$ cat src/rtl/lcd_bus_arbiter.sv
// Character-LCD write-bus owner: runs the power-up init sequence, then
// round-robin arbitrates single-byte writes from two clients and generates
// all E-strobe setup/pulse/hold and post-command wait timing.
module lcd_bus_arbiter #(
  parameter int POWERUP_CYC = 20000,
  parameter int SETUP_CYC   = 2,
  parameter int PULSE_CYC   = 4,
  parameter int HOLD_CYC    = 2,
  parameter int CMD_WAIT    = 50,
  parameter int CLR_WAIT    = 2000
) (
  input  logic       clk_i,
  input  logic       rst_ni,
  input  logic       req0_i,
  input  logic       rs0_i,
  input  logic [7:0] data0_i,
  output logic       ack0_o,
  input  logic       req1_i,
  input  logic       rs1_i,
  input  logic [7:0] data1_i,
  output logic       ack1_o,
  output logic       ready_o,
  output logic       busy_o,
  output logic       lcd_e_o,
  output logic       lcd_rs_o,
  output logic       lcd_rw_o,
  output logic [7:0] lcd_data_o
);

  // The shared down-counter must hold the largest duration of any state.
  localparam int MaxA = (POWERUP_CYC > CLR_WAIT) ? POWERUP_CYC : CLR_WAIT;
  localparam int MaxB = (MaxA > CMD_WAIT) ? MaxA : CMD_WAIT;
  localparam int MaxC = (MaxB > SETUP_CYC) ? MaxB : SETUP_CYC;
  localparam int MaxD = (MaxC > PULSE_CYC) ? MaxC : PULSE_CYC;
  localparam int MaxE = (MaxD > HOLD_CYC) ? MaxD : HOLD_CYC;
  localparam int CW   = $clog2(MaxE + 1);

  localparam logic [CW-1:0] PwrLoad   = CW'(POWERUP_CYC - 1);
  localparam logic [CW-1:0] SetupLoad = CW'(SETUP_CYC - 1);
  localparam logic [CW-1:0] PulseLoad = CW'(PULSE_CYC - 1);
  localparam logic [CW-1:0] HoldLoad  = CW'(HOLD_CYC - 1);
  localparam logic [CW-1:0] CmdLoad   = CW'(CMD_WAIT - 1);
  localparam logic [CW-1:0] ClrLoad   = CW'(CLR_WAIT - 1);
  localparam logic [CW-1:0] CntOne    = CW'(1);

  typedef enum logic [2:0] {
    PWR_WAIT,
    INIT_LOAD,
    SETUP,
    PULSE,
    HOLD,
    WAIT,
    IDLE
  } state_e;

  state_e        state_q, state_d;
  logic [CW-1:0] cnt_q, cnt_d;
  logic [2:0]    initIdx_q, initIdx_d;
  logic          lastGrant_q, lastGrant_d;
  logic          ready_q, ready_d;
  logic          ack0_q, ack0_d;
  logic          ack1_q, ack1_d;
  logic          lcdE_q, lcdE_d;
  logic          lcdRs_q, lcdRs_d;
  logic [7:0]    lcdData_q, lcdData_d;
  logic          busy_q, busy_d;
  logic          cntZero;
  logic          isClear;
  logic          grant1;

  assign cntZero = (cnt_q == '0);
  assign isClear = !lcdRs_q && ((lcdData_q == 8'h01) || (lcdData_q == 8'h02));
  assign grant1  = req1_i && (!req0_i || !lastGrant_q);

  // Next-state logic: sequence timing states, init command loading and arbitration.
  always_comb begin
    state_d     = state_q;
    cnt_d       = cnt_q;
    initIdx_d   = initIdx_q;
    lastGrant_d = lastGrant_q;
    ready_d     = ready_q;
    ack0_d      = 1'b0;
    ack1_d      = 1'b0;
    lcdRs_d     = lcdRs_q;
    lcdData_d   = lcdData_q;
    case (state_q)
      PWR_WAIT: begin
        if (cntZero) state_d = INIT_LOAD;
        else         cnt_d   = cnt_q - CntOne;
      end
      INIT_LOAD: begin
        lcdRs_d = 1'b0;
        case (initIdx_q[1:0])
          2'd0:    lcdData_d = 8'h38;
          2'd1:    lcdData_d = 8'h0C;
          2'd2:    lcdData_d = 8'h06;
          default: lcdData_d = 8'h01;
        endcase
        initIdx_d = initIdx_q + 3'd1;
        state_d   = SETUP;
        cnt_d     = SetupLoad;
      end
      SETUP: begin
        if (cntZero) begin
          state_d = PULSE;
          cnt_d   = PulseLoad;
        end else begin
          cnt_d = cnt_q - CntOne;
        end
      end
      PULSE: begin
        if (cntZero) begin
          state_d = HOLD;
          cnt_d   = HoldLoad;
        end else begin
          cnt_d = cnt_q - CntOne;
        end
      end
      HOLD: begin
        if (cntZero) begin
          state_d = WAIT;
          cnt_d   = isClear ? ClrLoad : CmdLoad;
        end else begin
          cnt_d = cnt_q - CntOne;
        end
      end
      WAIT: begin
        if (!cntZero) begin
          cnt_d = cnt_q - CntOne;
        end else if (ready_q) begin
          state_d = IDLE;
        end else if (initIdx_q == 3'd4) begin
          ready_d = 1'b1;
          state_d = IDLE;
        end else begin
          state_d = INIT_LOAD;
        end
      end
      IDLE: begin
        if (ready_q && (req0_i || req1_i)) begin
          if (grant1) begin
            ack1_d      = 1'b1;
            lcdRs_d     = rs1_i;
            lcdData_d   = data1_i;
            lastGrant_d = 1'b1;
          end else begin
            ack0_d      = 1'b1;
            lcdRs_d     = rs0_i;
            lcdData_d   = data0_i;
            lastGrant_d = 1'b0;
          end
          state_d = SETUP;
          cnt_d   = SetupLoad;
        end
      end
      default: state_d = PWR_WAIT;
    endcase
  end

  // Registered strobe and busy flag, derived from the state being entered.
  always_comb begin
    lcdE_d = (state_d == PULSE);
    busy_d = (state_d != IDLE);
  end

  // State and output registers; reset drops E and all handshakes immediately.
  always_ff @(posedge clk_i or negedge rst_ni) begin
    if (!rst_ni) begin
      state_q     <= PWR_WAIT;
      cnt_q       <= PwrLoad;
      initIdx_q   <= 3'd0;
      lastGrant_q <= 1'b1;
      ready_q     <= 1'b0;
      ack0_q      <= 1'b0;
      ack1_q      <= 1'b0;
      lcdE_q      <= 1'b0;
      lcdRs_q     <= 1'b0;
      lcdData_q   <= 8'h00;
      busy_q      <= 1'b1;
    end else begin
      state_q     <= state_d;
      cnt_q       <= cnt_d;
      initIdx_q   <= initIdx_d;
      lastGrant_q <= lastGrant_d;
      ready_q     <= ready_d;
      ack0_q      <= ack0_d;
      ack1_q      <= ack1_d;
      lcdE_q      <= lcdE_d;
      lcdRs_q     <= lcdRs_d;
      lcdData_q   <= lcdData_d;
      busy_q      <= busy_d;
    end
  end

  assign ack0_o     = ack0_q;
  assign ack1_o     = ack1_q;
  assign ready_o    = ready_q;
  assign busy_o     = busy_q;
  assign lcd_e_o    = lcdE_q;
  assign lcd_rs_o   = lcdRs_q;
  assign lcd_rw_o   = 1'b0;
  assign lcd_data_o = lcdData_q;

endmodule

$ cat config.mk
export PLATFORM = sky130hd
export DESIGN_NAME = lcd_bus_arbiter
export DESIGN_NICKNAME = d
export VERILOG_FILES = /design/src/rtl/lcd_bus_arbiter.sv
export SDC_FILE = /design/constraint.sdc
export NUM_CORES = 1
export LEC_CHECK = 0
export ABC_AREA = 0
export CAP_MARGIN = 20
export CORE_MARGIN = 2
export CORE_UTILIZATION = 57
export DETAILED_ROUTE_END_ITERATION = 16
export PLACE_DENSITY_LB_ADDON = 0.15
export SLEW_MARGIN = 20
export SYNTH_ARGS = -nofsm -noshare
export SYNTH_HDL_FRONTEND = slang
export SYNTH_SLANG_ARGS = --single-unit
$ cat constraint.sdc
create_clock -name clk_i -period 3.7 [get_ports clk_i]
set_clock_uncertainty 0.1 [all_clocks]
set_input_delay 0.37 -clock clk_i [delete_from_list [all_inputs] [get_ports clk_i]]
set_output_delay 0.37 -clock clk_i [all_outputs]
set_load 0.02 [all_outputs]
==> flow_summary.yaml, run 1 <==
cts:
  clock_latency_ps: 290
  clkSinkCount: 36
  clockBufferDepth: 2
  h-tree-depth: 2
  cts_tree: "built"
  root_buffer: "clkbuf_8"
  cts_resized: 0
  cts_hold_buffers: 0
  cts_setup_buffers: 0
  cts-buffers-inserted: 5
  cts.reportedPaths.clkPinSlew_ps: 70
floorplan:
  die_w_microns: 65.7
  die_h_microns: 65.7
  pin_count: 37
  initial_core_util_pct: 59.2
  dieArea_sq_um: 4310
  core_area_sq_um: 3660
  num_rows: 22
worst_setup_path:
  cp.required_ps: 3820
  crit_chain: "inv_1, ha_1, nor4b_2, and4_1, a21oi_1, o21ai_1, a221o_1"
  critPathArrivalTime_ps: 2840
  setup.worst_path.class: "reg -> reg"
  endpoint: "cnt_q[4]$_DFFE_PN1P_"
  endpoint_kind: "flip-flop"
  r2r-start: "cnt_q[0]$_DFFE_PN1P_"
  rr_worst_depth: 7
  reg2reg_to: "cnt_q[4]$_DFFE_PN1P_"
  startpoint: "cnt_q[0]$_DFFE_PN1P_"
  crit_path_max_fanout: 16
  critPathSlowestCell: "a21oi_1"
  start_kind: "flip-flop"
  cp_slowest_stage_delay_ps: 700
  rrSetupSlack_ps: 980
global_routing:
  grt_use_total_pct: 26.5
  overflow: 0
  first_global_vias: 1888
  grt_max_degree: 37
  grt_first_pass_wirelength_microns: 8780
  antenna_found_initial: 0
synth:
  syn_inst: 228
  synth_seq_area_share_pct: 42.2
  ys.flop_type: "dfrtp_1"
  async_flop_share_pct: 100
  synth.net_count: 257
  synth_cell_type_count: 50
  synth_warnings: 0
  synth_edf_count: 0
  ys_ff_latch: 36
  syn-cell-area_sq_um: 2170
  avgSynthCellArea_sq_um: 9.51
sta:
  setup_violations: 0
  hold_viol_final: 0
  grt_setup_unrepaired: "false"
  period_share_pct: 73.6
  fmax_mhz: 367
  min_period_ps: 2720
  max_slew.worst_pin.slew_ps: 809
  max_slew_margin_pct: 45.7
  holdWs_ps: 55.0
  report.final.slew_viol_count: 0
  fin_tns_setup_ps: 0
power_and_ir_drop:
  clock_power_share_pct: 44.2
  sw_frac_of_total_pct: 20.5
  power.switching_uw: 159
  ir_drop_uv: 179
  power.internal_uw: 618
  p_comb_share_pct: 5.1
  power.share.sequential_pct: 50.7
  leakage_uw: 0.00110
  p_per_area_nw_per_um2: 295
cells_and_area:
  fin_nets: 289
  final_cells: 309
  final_cell_mix: "clkdlybuf4s50_1 (34), dfrtp_1 (25), o21ai_1 (16)"
  area_growth_pct: 21.6
  final_common_cell: "clkdlybuf4s50_1"
  drive_gt1_share_pct: 10.7
  fin_area_sq_um: 2640
  diodes: 0
routing:
  first_iter_violations: 131
  first_pass_iters: 4
  avgViaCountPerCell: 6.12
  avgRoutedWirePerCell_microns: 16.4
  totalWireLength_microns: 5070
  dr_total_vias: 1891
  ant_nets: 0
  drc_errors: 0
placement:
  placed_cell_area_sq_um: 2530
  placed_cells: 301
  port_buffers: 35
  dp_hpwl_microns: 3740
  place.gp.congestion: 0.827
run:
  max_cap_viol_count: 0
run_status:
  status: "finished, final reports clean"
hold_path:
  hold_class: "in -> async"
==> power by group through the flow <==
stage	combinational, uW	clock, uW	sequential (uW)
floorplan	10.1	0	401
global placement	39.9	0	401
detailed placement	40.5	0	401
CTS	40.5	345	394
global route	44.5	361	394
finish	39.9	343	394
==> state kept, by name, summed over array words and instances (netlist names) <==
register / cells
state_q: 3
initIdx_q: 3
lcd_data_o: 8
busy_o: 1
lastGrant_q: 1
ready_o: 1
lcd_e_o: 1
ack1_o: 1
cnt_q: 15
ack0_o: 1
lcd_rs_o: 1
==> per-stage QoR <==
stage	total power [uW]	utilization (%)	setup slack [ps]
after detailed placement	442	69.1	1000
after CTS	779	72.0	1000
after global routing	800	72.0	791
final	777	72.0	976
after floorplan	411	-	1430
after global placement	441	69.1	1090
==> layout make-up <==
| type | count | area [sq um] |
|---|---|---|
| multi-input cells | 174 | 1170 |
| repair buffers | 36 | 353 |
| fillers | 275 | 1020 |
| inverters | 7 | 26.3 |
| well taps | 48 | 60.1 |
| flip-flops and latches | 36 | 915 |
| clock buffers | 6 | 72.6 |
| clock inverters | 2 | 35.0 |
==> critical path: cells and delay by family, from the launching register on <==
family	cells	cell delay (ps)
compound gates	3	1190
fa+ha+maj	1	180
buf+inv	1	70
flops	1	570
simple gates	2	530
==> synthesized netlist by cell type (7+ instances only) <==
cell | instances | area (sq um)
o21ai_0 | 12 | 60.1
mux2i_1 | 9 | 90.1
nor3_1 | 7 | 35.0
a21oi_1 | 10 | 50.1
nand2_1 | 14 | 52.6
o21ai_1 | 16 | 80.1
a22o_1 | 7 | 61.3
nor2_1 | 15 | 56.3
dfrtp_1 | 25 | 626
dfstp_2 | 11 | 289
ha_1 | 7 | 87.6
nand3_1 | 8 | 40.0
==> cell families after synthesis <==
family,synth area share [%]
flip-flops,42.2
XOR/XNOR,3.23
buffers and inverters,3.64
other,0.173
AO/OA/AOI/OAI,20.0
multiplexers,7.27
AND/OR/NAND/NOR,19.5
adder cells (fa/ha/maj),4.04
==> worst min-delay path by stage <==
stage	start	to	slack (ps)
after floorplan	rst_ni	ack0_o$_DFF_PN0_	-30
after global placement	initIdx_q[2]$_DFFE_PN0P_	initIdx_q[2]$_DFFE_PN0P_	360
after detailed placement	initIdx_q[2]$_DFFE_PN0P_	initIdx_q[2]$_DFFE_PN0P_	370
after CTS	rst_ni	cnt_q[8]$_DFFE_PN0P_	80
after global routing	rst_ni	cnt_q[5]$_DFFE_PN0P_	130
final	rst_ni	cnt_q[6]$_DFFE_PN0P_	60
==> layer usage <==
layer / routed length [microns] / GRT usage (%) / up-vias
li1: - / - / 901
met1: 2120 / 32.2 / 919
met2: 2570 / 45.8 / 59
met3: 291 / 5.99 / 12
met4: 86 / 9.11 / 0
met5: 0 / 0 / -
Note: power is estimated with default switching activity, not from simulation.
==> run 2, diff against run 1 <==
- CORE_UTILIZATION: 57 -> 48
- clock period: 3.7 -> 2.2 ns (I/O delays scaled with it)
==> flow_summary.yaml, run 2 (same netlist as run 1, synthesis figures left out) <==
cells_and_area:
  area_growth_pct: 30.2
  seq_area_sq_um: 915
  multi_input_area_sq_um: 1230
  fin_nets: 307
  regMostFlops: "cnt_q"
  final_cells: 331
  diodes: 0
  final_cell_mix: "clkdlybuf4s50_1 (35), dfrtp_1 (25), buf_4 (19)"
  n_fill_cell: 372
  final_common_cell: "clkdlybuf4s50_1"
  drive_gt1_share_pct: 20.1
  final_util_pct: 64.9
  largest_reg_flops: 15
routing:
  ant_nets: 0
  first_iter_violations: 108
  first_pass_iters: 4
  dr_total_vias: 1868
  avgRoutedWirePerCell_microns: 15.3
  totalWireLength_microns: 5070
  avgViaCountPerCell: 5.64
  drc_errors: 0
worst_setup_path:
  setup.worst_path.class: "reg -> reg"
  cp.required_ps: 2320
  start_kind: "flip-flop"
  r2r-start: "cnt_q[1]$_DFFE_PN1P_"
  rr_worst_depth: 8
  reg2reg_to: "cnt_q[11]$_DFFE_PN1P_"
  critPathArrivalTime_ps: 2270
  rrSetupSlack_ps: 50
  crit_path_max_fanout: 4
  endpoint_kind: "flip-flop"
sta:
  grt_setup_unrepaired: "false"
  min_period_ps: 2150
  report.final.slew_viol_count: 0
  finalWorstSetupSlack_ps: 50.3
  fmax_mhz: 465
  hold_viol_final: 0
  fin_tns_setup_ps: 0
  setup_violations: 0
  max_slew.worst_pin.slew_ps: 557
  max_slew_margin_pct: 61.9
  period_share_pct: 97.7
placement:
  dp_slack_ps: 14.7
  port_buffers: 35
  dp_hpwl_microns: 3790
  placed_cells: 322
  place.gp.congestion: 0.959
cts:
  cts-buffers-inserted: 5
  h-tree-depth: 2
  clock_latency_ps: 290
  cts.reportedPaths.clkPinSlew_ps: 70
  clockBufferDepth: 2
  root_buffer: "clkbuf_8"
  cts_hold_buffers: 0
  cts_tree: "built"
  clkSinkCount: 36
floorplan:
  initial_core_util_pct: 49.8
  core_area_sq_um: 4350
  die_w_microns: 71.2
  pin_count: 37
  die_h_microns: 71.2
  dieArea_sq_um: 5070
  num_rows: 24
global_routing:
  first_global_vias: 1833
  grt_util_met2_pct: 33.8
  antenna_found_initial: 0
  grt_max_degree: 37
  grtUsageMet3_pct: 4.64
  grt_use_total_pct: 21.7
  overflow: 0
  grt.busiest_layer: "met2"
  grt_use_met1_pct: 30.8
  grt_first_pass_wirelength_microns: 8730
power_and_ir_drop:
  ir_drop_uv: 255
  leakage_uw: 0.00120
  p_total_uw: 1220
  p_per_area_nw_per_um2: 434
run_status:
  status: "finished, final reports clean"
hold_path:
  hold_class: "in -> async"
run:
  max_cap_viol_count: 0
[run 2: cell count changes in the layout (fill, tap and decap cells not counted), sizes merged]
cell,previous run,this run
clkinv,1,2
bufinv,1,0
buf,2,19
clkdlybuf4s50,34,35
[run 2: stage by stage]
| stage | hold slack (ps) | instance area, sq um |
|---|---|---|
| after floorplan | -176 | 2210 |
| after global placement | 353 | 2700 |
| after detailed placement | 376 | 2700 |
| after CTS | 264 | 2790 |
| after global routing | 295 | 2820 |
| final | 247 | 2820 |
[run 2: how the worst max path moves through the flow]
stage,startpoint,end,cells past startpoint
after floorplan,cnt_q[0]$_DFFE_PN1P_,cnt_q[14]$_DFFE_PN1P_,8
after global placement,cnt_q[1]$_DFFE_PN1P_,cnt_q[11]$_DFFE_PN1P_,8
after detailed placement,cnt_q[1]$_DFFE_PN1P_,cnt_q[14]$_DFFE_PN1P_,7
after CTS,cnt_q[1]$_DFFE_PN1P_,cnt_q[14]$_DFFE_PN1P_,7
after global routing,cnt_q[1]$_DFFE_PN1P_,cnt_q[4]$_DFFE_PN1P_,9
final,cnt_q[1]$_DFFE_PN1P_,cnt_q[11]$_DFFE_PN1P_,8
[run 2: layout make-up]
class / count / area share, %
multi-input combinational: 174 / 43.6
clock buffer: 6 / 2.92
tap: 52 / 2.30
inverter: 7 / 0.930
clock inverter: 2 / 0.354
timing repair buffer: 54 / 17.5
sequential: 36 / 32.4
[run 2: routing by layer]
| metal | vias up | wire length, microns |
|---|---|---|
| met5 | - | 0 |
| met4 | 0 | 46 |
| met3 | 6 | 185 |
| met2 | 37 | 2390 |
| met1 | 886 | 2440 |
| li1 | 939 | - |
[run 2: power breakdown]
part	total [uW]	internal, uW	switching, uW
Combinational	69.8	42.6	27.2
Clock	493	250	243
Sequential	662	662	0
Total	1220	955	270
[run 2: timing repair]
action,CTS,global route
buffers inserted,0,1
setup endpoints to repair,0,11
resized for setup,0,7
[run 2: worst max-delay path, stage by stage (launching register included)]
cell,delay [ps]
dfstp_2,540
inv_2,60
ha_4,150
nor4b_4,130
and4_4,210
buf_4,140
a2111oi_0,520
xnor2_1,180
nor2_1,60
